File: src/rtl/fir_out_stage.sv
// fir_out_stage: final stage of the FIR accumulator chain.
// It scales the signed accumulator with an arithmetic right shift and
// saturates the result to OUT_WIDTH. Samples go into a 2-deep {tlast, data}
// FIFO that drives an AXI-Stream master.
// Define FIR_OUT_ROUND_EN for round-half-up. Leave it undefined to truncate
// toward negative infinity.
module fir_out_stage #(
  parameter int ACC_WIDTH = 32,
  parameter int OUT_WIDTH = 16,
  parameter int SHIFT     = 15,
  parameter int FRAME_LEN = 64
) (
  input  logic                 clk_i,
  input  logic                 arstn_i,
  input  logic                 acc_valid_i,
  input  logic [ACC_WIDTH-1:0] acc_i,
  output logic                 acc_ready_o,
  output logic [OUT_WIDTH-1:0] m_axis_tdata_o,
  output logic                 m_axis_tvalid_o,
  input  logic                 m_axis_tready_i,
  output logic                 m_axis_tlast_o,
  input  logic                 clr_i,
  output logic                 sat_o
);

  typedef struct packed {
    logic                 last;
    logic [OUT_WIDTH-1:0] data;
  } entry_t;

  localparam int CW = (FRAME_LEN > 1) ? $clog2(FRAME_LEN) : 1;
  localparam logic [CW-1:0] FLAST = CW'(FRAME_LEN - 1);
  localparam logic signed [ACC_WIDTH:0] MAXV =
    {{(ACC_WIDTH+2-OUT_WIDTH){1'b0}}, {(OUT_WIDTH-1){1'b1}}};
  localparam logic signed [ACC_WIDTH:0] MINV =
    {{(ACC_WIDTH+2-OUT_WIDTH){1'b1}}, {(OUT_WIDTH-1){1'b0}}};

  entry_t [1:0]              mem;
  logic                      wr_ptr, rd_ptr;
  logic [1:0]                count, count_nxt;
  logic [CW-1:0]             fcnt;
  logic                      push, pop, sat_hi, sat_lo;
  logic signed [ACC_WIDTH:0] acc_ext, acc_rnd, scaled;
  entry_t                    wr_ent;

  assign push = acc_valid_i & acc_ready_o;
  assign pop  = m_axis_tvalid_o & m_axis_tready_i;

  // One extra bit of headroom keeps the rounding carry from wrapping
  assign acc_ext = {acc_i[ACC_WIDTH-1], acc_i};
`ifdef FIR_OUT_ROUND_EN
  localparam logic [ACC_WIDTH:0] RND = {{ACC_WIDTH{1'b0}}, 1'b1} << (SHIFT - 1);
  assign acc_rnd = acc_ext + $signed(RND);
`else
  assign acc_rnd = acc_ext;
`endif
  assign scaled = acc_rnd >>> SHIFT;
  assign sat_hi = scaled > MAXV;
  assign sat_lo = scaled < MINV;

  // Build the entry to push, clamped to OUT_WIDTH, tagged with frame end
  always_comb begin
    wr_ent.last = (fcnt == FLAST);
    if (sat_hi)      wr_ent.data = MAXV[OUT_WIDTH-1:0];
    else if (sat_lo) wr_ent.data = MINV[OUT_WIDTH-1:0];
    else             wr_ent.data = scaled[OUT_WIDTH-1:0];
  end

  // Occupancy after this cycle's push/pop
  always_comb begin
    count_nxt = count;
    case ({push, pop})
      2'b10:   count_nxt = count + 2'd1;
      2'b01:   count_nxt = count - 2'd1;
      default: count_nxt = count;
    endcase
  end

  // FIFO storage, pointers, and a registered ready (no tready->ready path)
  always_ff @(posedge clk_i or negedge arstn_i) begin
    if (!arstn_i) begin
      mem         <= '0;
      wr_ptr      <= 1'b0;
      rd_ptr      <= 1'b0;
      count       <= 2'd0;
      acc_ready_o <= 1'b0;
    end else begin
      if (push) begin
        mem[wr_ptr] <= wr_ent;
        wr_ptr      <= ~wr_ptr;
      end
      if (pop) rd_ptr <= ~rd_ptr;
      count       <= count_nxt;
      acc_ready_o <= (count_nxt < 2'd2);
    end
  end

  // Frame position and sticky saturation; a saturating push beats clr_i
  always_ff @(posedge clk_i or negedge arstn_i) begin
    if (!arstn_i) begin
      fcnt  <= '0;
      sat_o <= 1'b0;
    end else begin
      if (clr_i)     fcnt <= '0;
      else if (push) fcnt <= (fcnt == FLAST) ? '0 : fcnt + CW'(1);
      if (push && (sat_hi || sat_lo)) sat_o <= 1'b1;
      else if (clr_i)                 sat_o <= 1'b0;
    end
  end

  assign m_axis_tvalid_o = (count != 2'd0);
  assign m_axis_tdata_o  = mem[rd_ptr].data;
  assign m_axis_tlast_o  = mem[rd_ptr].last;

endmodule

File: config.mk
export PLATFORM = sky130hd
export DESIGN_NAME = fir_out_stage
export DESIGN_NICKNAME = d
export VERILOG_FILES = /design/src/rtl/fir_out_stage.sv
export SDC_FILE = /design/constraint.sdc
export NUM_CORES = 1
export LEC_CHECK = 0
export CAP_MARGIN = 20
export CORE_ASPECT_RATIO = 0.5
export CORE_MARGIN = 2
export CORE_UTILIZATION = 24
export DETAILED_ROUTE_END_ITERATION = 8
export GPL_TIMING_DRIVEN = 0
export PLACE_DENSITY_LB_ADDON = 0.08
export SLEW_MARGIN = 15
export SYNTH_ARGS = -nofsm -noshare
export SYNTH_HDL_FRONTEND = slang
export SYNTH_SLANG_ARGS = --single-unit
File: constraint.sdc
create_clock -name clk_i -period 1.6 [get_ports clk_i]
set_input_delay 0.32 -clock clk_i [delete_from_list [all_inputs] [get_ports clk_i]]
set_output_delay 0.32 -clock clk_i [all_outputs]
set_load 0.01 [all_outputs]
==> results of run 1 <==
-- cell families after synthesis --
| logic type | Yosys count |
|---|---|
| flip-flops | 46 |
| AO/OA/AOI/OAI | 58 |
| adder cells (fa/ha/maj) | 2 |
| multiplexers | 20 |
| AND/OR/NAND/NOR | 81 |
| buffers and inverters | 15 |
| XOR/XNOR | 7 |
-- power groups by stage --
stage	Sequential, mW	Clock, mW	Combinational (mW)
global placement	1.89	0	2.21
CTS	1.88	1.15	2.85
finish	1.88	1.11	2.91
detailed placement	1.92	0	2.22
global route	1.96	1.21	3.18
floorplan	1.85	0	1.25
-- flip-flops by register name, summed over array words and instances, names as in the netlist --
signal,cells
rd_ptr,1
fcnt,6
mem,34
count,2
wr_ptr,1
sat_o,1
acc_ready_o,1
-- final cells by class --
| type | count | share of cell area, % |
|---|---|---|
| flip-flops and latches | 46 | 36.39 |
| multi-input cells | 168 | 33.11 |
| repair buffers | 51 | 17.78 |
| clock buffers | 8 | 5.255 |
| well taps | 117 | 4.623 |
| plain buffers | 14 | 2.726 |
| inverters | 1 | 0.1185 |
-- final timing paths --
kind                       slack [ns]                  end  depth (start not counted)
hold / removal                   0.40  fcnt[2]$_DFFE_PN0P_                          2
setup / recovery                -0.15       m_axis_tlast_o                          5
min in group asynchronous        0.49  fcnt[3]$_DFFE_PN0P_                          2
hold reg to reg                  0.48  mem[14]$_DFFE_PN0P_                          2
max in group asynchronous        0.61  mem[31]$_DFFE_PN0P_                          3
setup reg to reg                 0.07   count[1]$_DFF_PN0_                          6
-- per-layer routing --
layer  global-route usage (%)  vias to the layer above  part of all wire, %
met5                        0                        -                    0
met4                    2.694                        0                 0.59
met1                    17.06                      912                   50
met2                    21.19                       24                   47
met3                    2.874                        4                  3.2
li1                         -                      896                    -
-- metrics by stage --
step                total power, mW  area [um2]  hold WS [ns]  worst slack (ns)  setup TNS, ns
floorplan                     3.098        2203       0.02441           0.01994              0
global placement              4.102        2730        0.4576            -1.151         -70.29
global route                  6.356        3167        0.4453           -0.2089         -2.519
detailed placement            4.140        2745        0.2655           -0.5207         -17.25
finish                        5.903        3167        0.4046           -0.1516         -1.594
CTS                           5.891        3117        0.4058           -0.1695         -1.875
-- worst max-delay path: stages (launching register included) --
cell and delay [ns]:
dfrtp_1 0.37, buf_6 0.14, buf_12 0.12, buf_6 0.10
mux2_4 0.30, buf_6 0.12
-- repair_timing --
item / 4_1_cts / 5_1_grt
cloned: 1 / 0
gates resized for setup: 108 / 17
hold buffers: 1 / 0
endpoints found under the hold margin: 14 / 0
endpoints found under the setup margin: 43 / 51
pin swaps: 0 / 2
buffers inserted: 8 / 2
-- cell usage in the layout, fill, tap and decap left out, types with 2 or more instances in the layout --
cell / n
a21oi_1: 5
nand3_1: 6
clkbuf_2: 2
clkbuf_1: 4
xnor2_1: 3
clkbuf_16: 5
dlymetal6s2s_1: 2
o21a_1: 12
o21ai_0: 37
clkbuf_8: 3
nand3b_1: 2
buf_4: 7
dfrtp_1: 45
mux2_4: 12
buf_6: 19
nand2_1: 50
clkdlybuf4s50_1: 17
xor2_1: 3
mux2_2: 7
buf_12: 4
nor2_1: 13
buf_2: 7
==> results.md, run 1 <==
- # clock sinks: 46
- CP required: approximately 1.3 ns
- Placed Instances: 385
- Synthesized area: 2201 um2
- Finished Layout Cells: roughly 410
- Final GP Congestion: 0.7685
- DIE HEIGHT: around 72 um
- Synth unique cells: 29
- Setup violations, final: 17
- Drt pass-1 iters: 4
- Worst-path clk slew: 0.06 ns
- RSZ-0062 raised after global routing: yes
- I/O pin count: 57
- Failing checks: negative setup slack
- Core box area: about 8800 um2
- Final worst-path cycle share: 109.5%
- WL/cell: about 15 um
- Number of global-route vias before repair: 1906
- Worst Tran Pin Value: 0.6863 ns
- Fillcell total: 880
- FMAX: 570.9 MHz
- WS Path Type: reg2out
- First-pass GRT wire length: 9.936 mm
- Antenna violations before repair: 0
- Largest net degree at the start of global routing: 33
- Worst rel slew slack: 54.24%
- Synth Instances: 229
- Root buffer cell: clkbuf_16
- Comb pwr share: 49.2%
- Post-route ant nets: 0
- Input/output buffers: 38
- CP Max Fanout: 3
- Pint: 4.044 mW
- Final core occ: 35.99%
- Starting Density: 25.01%
- Clock Latency Late Sink: 0.28 ns
- Total track usage: 12.66%
- Fin. max-slew vios: 0
- Hold Path Class: in2reg
- Antenna diodes: 0
- Yosys top cell area share: between 50% and 60%
- Initial DRC Count: just under 80
- Die Area: 9999 um2
- CTS Buf Count: 5
- Synth-to-Final Area Change: 43.89%
- Synth Area in Adders: 1.137%
- Final Net Count: 326
- DR DRC count: 0
- Register area share after synthesis: 52.30%
- GR Overflow Total: 0
- Multi-input gate area: 1049 um2
- Final hold violation count: 0
- Clock power frac: 18.8%
- CP Capture Type: output pin
- Area contributors post-synth: dfrtp_1 52%, mux2_2 9.7%, nand2_1 8.5%
- Register area: 1152 um2
- Arrival time at the worst endpoint: 1.43 ns
- Most frequent cells after synthesis: 50 x nand2_1, 46 x dfrtp_1, 37 x o21ai_0
- VDD IR max: 0.0005158 V
- Compound-Gate Fraction of Synth Area: between 10% and 20%
- Die W: around 140 um
- Sequential Power Share: 31.9%
- Beginning of the worst hold path: clr_i
- Mux share of post-synthesis cell area: 10.18%
- Via density: roughly 4.5
- Syn Nets: 268
- Post-route setup slack: -0.1516 ns
- Post-Synth XOR/XNOR Area: 2.786%
- Status: complete, but fails checks
- WL final: 5.933 mm
- LEAKAGE: 1.443 nW
- Crit start category: flop
- EDFF count, synth: 0
- Synthesized area per cell: 9.611 um2
- Synth Register Bits: between 40 and 50
- Simple-gate share of the synthesized area: 15.69%
- TritonCTS clock tree: yes
- Synth Flop Type: dfrtp_1
- Routed via count: 1836
- Layout cell share with drive strength beyond 1: 26.04%
- PwrDens: around 1900 nW/um2
- RR Startpoint: count[1]$_DFF_PN0_
- Switch share: around a third
- Area leader, netlist: dfrtp_1
- CTS max path bufs: 2
- Fin Clk Skew: between 0.003 and 0.004 ns
- Sw power: about 1.9 mW
- Post-DP HPWL: 4.037 mm
- Max-cap violations: 0
- Post-synth ARST share: between 90% and 100%
- H-tree depth: 2
- # rows: 24
- Most frequent cell after synthesis: nand2_1
- Worst setup path start: rd_ptr$_DFFE_PN0P_
- Synth warn: 0
- Largest family of logic cells by synthesized area: simple AND/OR/NAND/NOR gates
- Period minus WS final: 1.752 ns
Note: power is estimated with default switching activity, not from simulation.
==> run 2, diff against run 1 <==
--- a/config.mk
+++ b/config.mk
@@ -12,6 +12,7 @@
 export DETAILED_ROUTE_END_ITERATION = 8
 export GPL_TIMING_DRIVEN = 0
 export PLACE_DENSITY_LB_ADDON = 0.08
+export SETUP_SLACK_MARGIN = 0.1
 export SLEW_MARGIN = 15
 export SYNTH_ARGS = -nofsm -noshare
 export SYNTH_HDL_FRONTEND = slang
==> run 2 against run 1 <==
  * The flow still finishes with violations (negative setup slack)
  * Register-to-register slack improved by 0.07 ns
  * Clock-buffer cell count decreased by 1
  * Largest power group unchanged
  * Non-clock buffer count decreased by 3
  * Flip-flop and latch count unchanged
  * Worst setup slack improved by 0.052 ns
  * Core utilization decreased by 0.38 points
  * Critical endpoint unchanged
  * Power decreased by 1.2%
  * Fmax increased by 3.0%
  * Sequential power about the same
  * Clock power decreased by 5%
  * Die area unchanged
==> results.md, run 2 (synthesis results as in run 1) <==
- CP Max Fanout: 8 (+5)
- Worst rel slew slack: 60.10% (+5.9 points)
- RSZ-0062 raised after global routing: yes
- Final Net Count: 323 (-0.92%)
- H-tree depth: 2 (unchanged)
- Die Area: 9999 um2 (unchanged)
- TritonCTS clock tree: yes
- WL final: 6.129 mm (+3.3%)
- DR DRC count: 0 (unchanged)
- CTS Buf Count: 5 (unchanged)
- # rows: 24 (unchanged)
- Worst Tran Pin Value: 0.5986 ns (-0.08777 ns)
- FMAX: 588.2 MHz (+3.0%)
- CP peak stage delay: 0.38 ns (about the same)
- Synth-to-Final Area Change: 42.35%
- Via density: 4.483 (-1.1%)
- # clock sinks: 46 (unchanged)
- PwrDens: 1862 nW/um2 (-0.10%)
- LEAKAGE: 1.426 nW (-1.2%)
- Final GP Congestion: 0.7500 (-2.4%)
- Max reg flops: 34 (unchanged)
- CTS max path bufs: 2 (unchanged)
- Most frequent cells in the layout: 50 x nand2_1, 45 x dfrtp_1, 37 x o21ai_0, 18 x buf_6
- DIE HEIGHT: 71.72 um (unchanged)
- Post-route setup slack: -0.09996 ns (+0.05166 ns)
- Worst path slowest cell: dfrtp_1
- Post-DP HPWL: 4.091 mm (+1.3%)
- Setup violations, final: 17 (unchanged)
- Clock power frac: 18.1% (-0.7 points)
- Largest Register: mem
- Most used cell, CP: buf_6
- Fillcell total: 884 (+0.45%)
- I/O pin count: 57 (unchanged)
- Sw power: 1.909 mW (+2.7%)
- Final hold violation count: 0 (unchanged)
- Largest net degree at the start of global routing: 34 (+3.0%)
- Sequential Power Share: 32.5% (+0.6 points)
- Clock Latency Late Sink: 0.29 ns (about the same)
- Most common cell after layout, fill and taps aside: nand2_1
- Top Metal Used: met4
- Initial DRC Count: 108 (+37%)
- Post-route ant nets: 0 (unchanged)
- Antenna diodes: 0 (unchanged)
- Met2 wire length: 2.866 mm (+3.8%)
- Layout cell share with drive strength beyond 1: 25.61% (-0.43 points)
- CP required: 1.28 ns (about the same)
- Root buffer cell: clkbuf_16
- Hold Path Class: in2reg
- Regs by FF count: mem (34), fcnt (6), count (2)
- WS Path Type: reg2out
- Drt pass-1 iters: 4 (unchanged)
- Starting Density: 25.01% (unchanged)
- Pint: 3.925 mW (-2.9%)
- Arrival time at the worst endpoint: 1.38 ns (-0.05 ns)
- Failing checks: negative setup slack
- Die W: 139.4 um (unchanged)
- Number of global-route vias before repair: 1876 (-1.6%)
- Antenna violations before repair: 0 (unchanged)
- Crit start category: flop
- Comb pwr share: 49.4% (+0.2 points)
- First-pass GRT wire length: 10.18 mm (+2.5%)
- Status: complete, but fails checks
- Switch share: 32.72% (+1.2 points)
- Critical Path, Cell by Cell: buf_6 -> buf_12 -> mux2_4 -> buf_6
- WL/cell: 15.25 um (+4.1%)
- Fin. max-slew vios: 0 (unchanged)
- Max-cap violations: 0 (unchanged)
- Core box area: 8798 um2 (unchanged)
- Fin Clk Skew: 0.006272 ns (+0.002328 ns)
- Met1 Wirelength: 2.970 mm (+0.88%)
- Worst-path clk slew: 0.06 ns (about the same)
- GR Overflow Total: 0 (unchanged)
- Total track usage: 13.24% (+0.57 points)
- Routed met3 length: 220 um (+15%)
- Final worst-path cycle share: 106.2% (-3.2 points)
- Routed via count: 1802 (-1.9%)
- CP Capture Type: output pin
- Period minus WS final: 1.700 ns (-0.05166 ns)
- Power Total: 5.834 mW (-1.2%)
- Input/output buffers: 38 (unchanged)
- VDD IR max: 0.0004908 V (-4.8%)
- Dpl ws: -0.5325 ns (-0.01177 ns)
==> run 2: per-stage QoR <==
stage | area [um2] | utilization, % | cells | TNS, ns | hold slack [ns]
after CTS | 3110 | 35.35 | 402 | -1.629 | 0.4011
final | 3133 | 35.61 | 402 | -1.475 | 0.3997
after global placement | 2735 | 31.09 | 384 | -71.86 | 0.4570
after global routing | 3133 | 35.61 | 402 | -2.067 | 0.4344
after floorplan | 2208 | - | 229 | 0 | 0.02441
after detailed placement | 2750 | 31.26 | 385 | -18.38 | 0.2642
==> run 2: repair_timing <==
| action | 4_1_cts | 5_1_grt |
|---|---|---|
| gates cloned | 1 | 0 |
| buffers inserted | 7 | 0 |
| endpoints found under the hold margin | 13 | 0 |
| hold buffers | 1 | 0 |
| gates resized for setup | 121 | 6 |
| pin swaps | 1 | 4 |
| setup endpoints to repair | 56 | 22 |
==> run 2: worst paths after layout <==
| check | start | end | slack (ns) | cells past startpoint |
|---|---|---|---|---|
| max in group asynchronous | arstn_i | mem[0]$_DFFE_PN0P_ | 0.62 | 3 |
| worst min register to register | mem[18]$_DFFE_PN0P_ | mem[18]$_DFFE_PN0P_ | 0.48 | 2 |
| worst max register to register | acc_ready_o$_DFF_PN0_ | fcnt[5]$_DFFE_PN0P_ | 0.14 | 4 |
| worst max-delay path | rd_ptr$_DFFE_PN0P_ | m_axis_tlast_o | -0.1 | 4 |
| min in group asynchronous | arstn_i | fcnt[1]$_DFFE_PN0P_ | 0.48 | 2 |
| worst min-delay path | clr_i | fcnt[2]$_DFFE_PN0P_ | 0.40 | 2 |
==> run 2: critical path, delay by kind of cell (launching register included) <==
kind	cells	cell delay (ns)
multiplexers	1	0.31
flip-flops	1	0.38
buffers and inverters	3	0.41
==> run 2: power groups by stage <==
stage                     Sequential, mW  Clock, mW  Combinational (mW)
after floorplan                     1.85          0                1.26
after global placement              1.90          0                2.23
after detailed placement            1.93          0                2.25
after CTS                           1.89       1.08                2.90
after global routing                1.95       1.14                3.15
final                               1.89       1.06                2.88
==> run 2: cell type report <==
cell class,count,area [um2],share of cell area [%]
clock buffer,7,142.6,4.553
sequential,46,1152,36.78
timing repair buffer,48,510.5,16.29
inverter,1,3.754,0.1198
clock inverter,1,5.005,0.1597
tap,117,146.4,4.673
multi-input combinational,168,1084,34.58
buffer,14,88.84,2.835
==> run 2: layer usage <==
| layer | track usage [%] | up-vias |
|---|---|---|
| li1 | - | 891 |
| met1 | 18.14 | 870 |
| met2 | 21.19 | 33 |
| met3 | 2.941 | 8 |
| met4 | 4.040 | 0 |
| met5 | 0 | - |
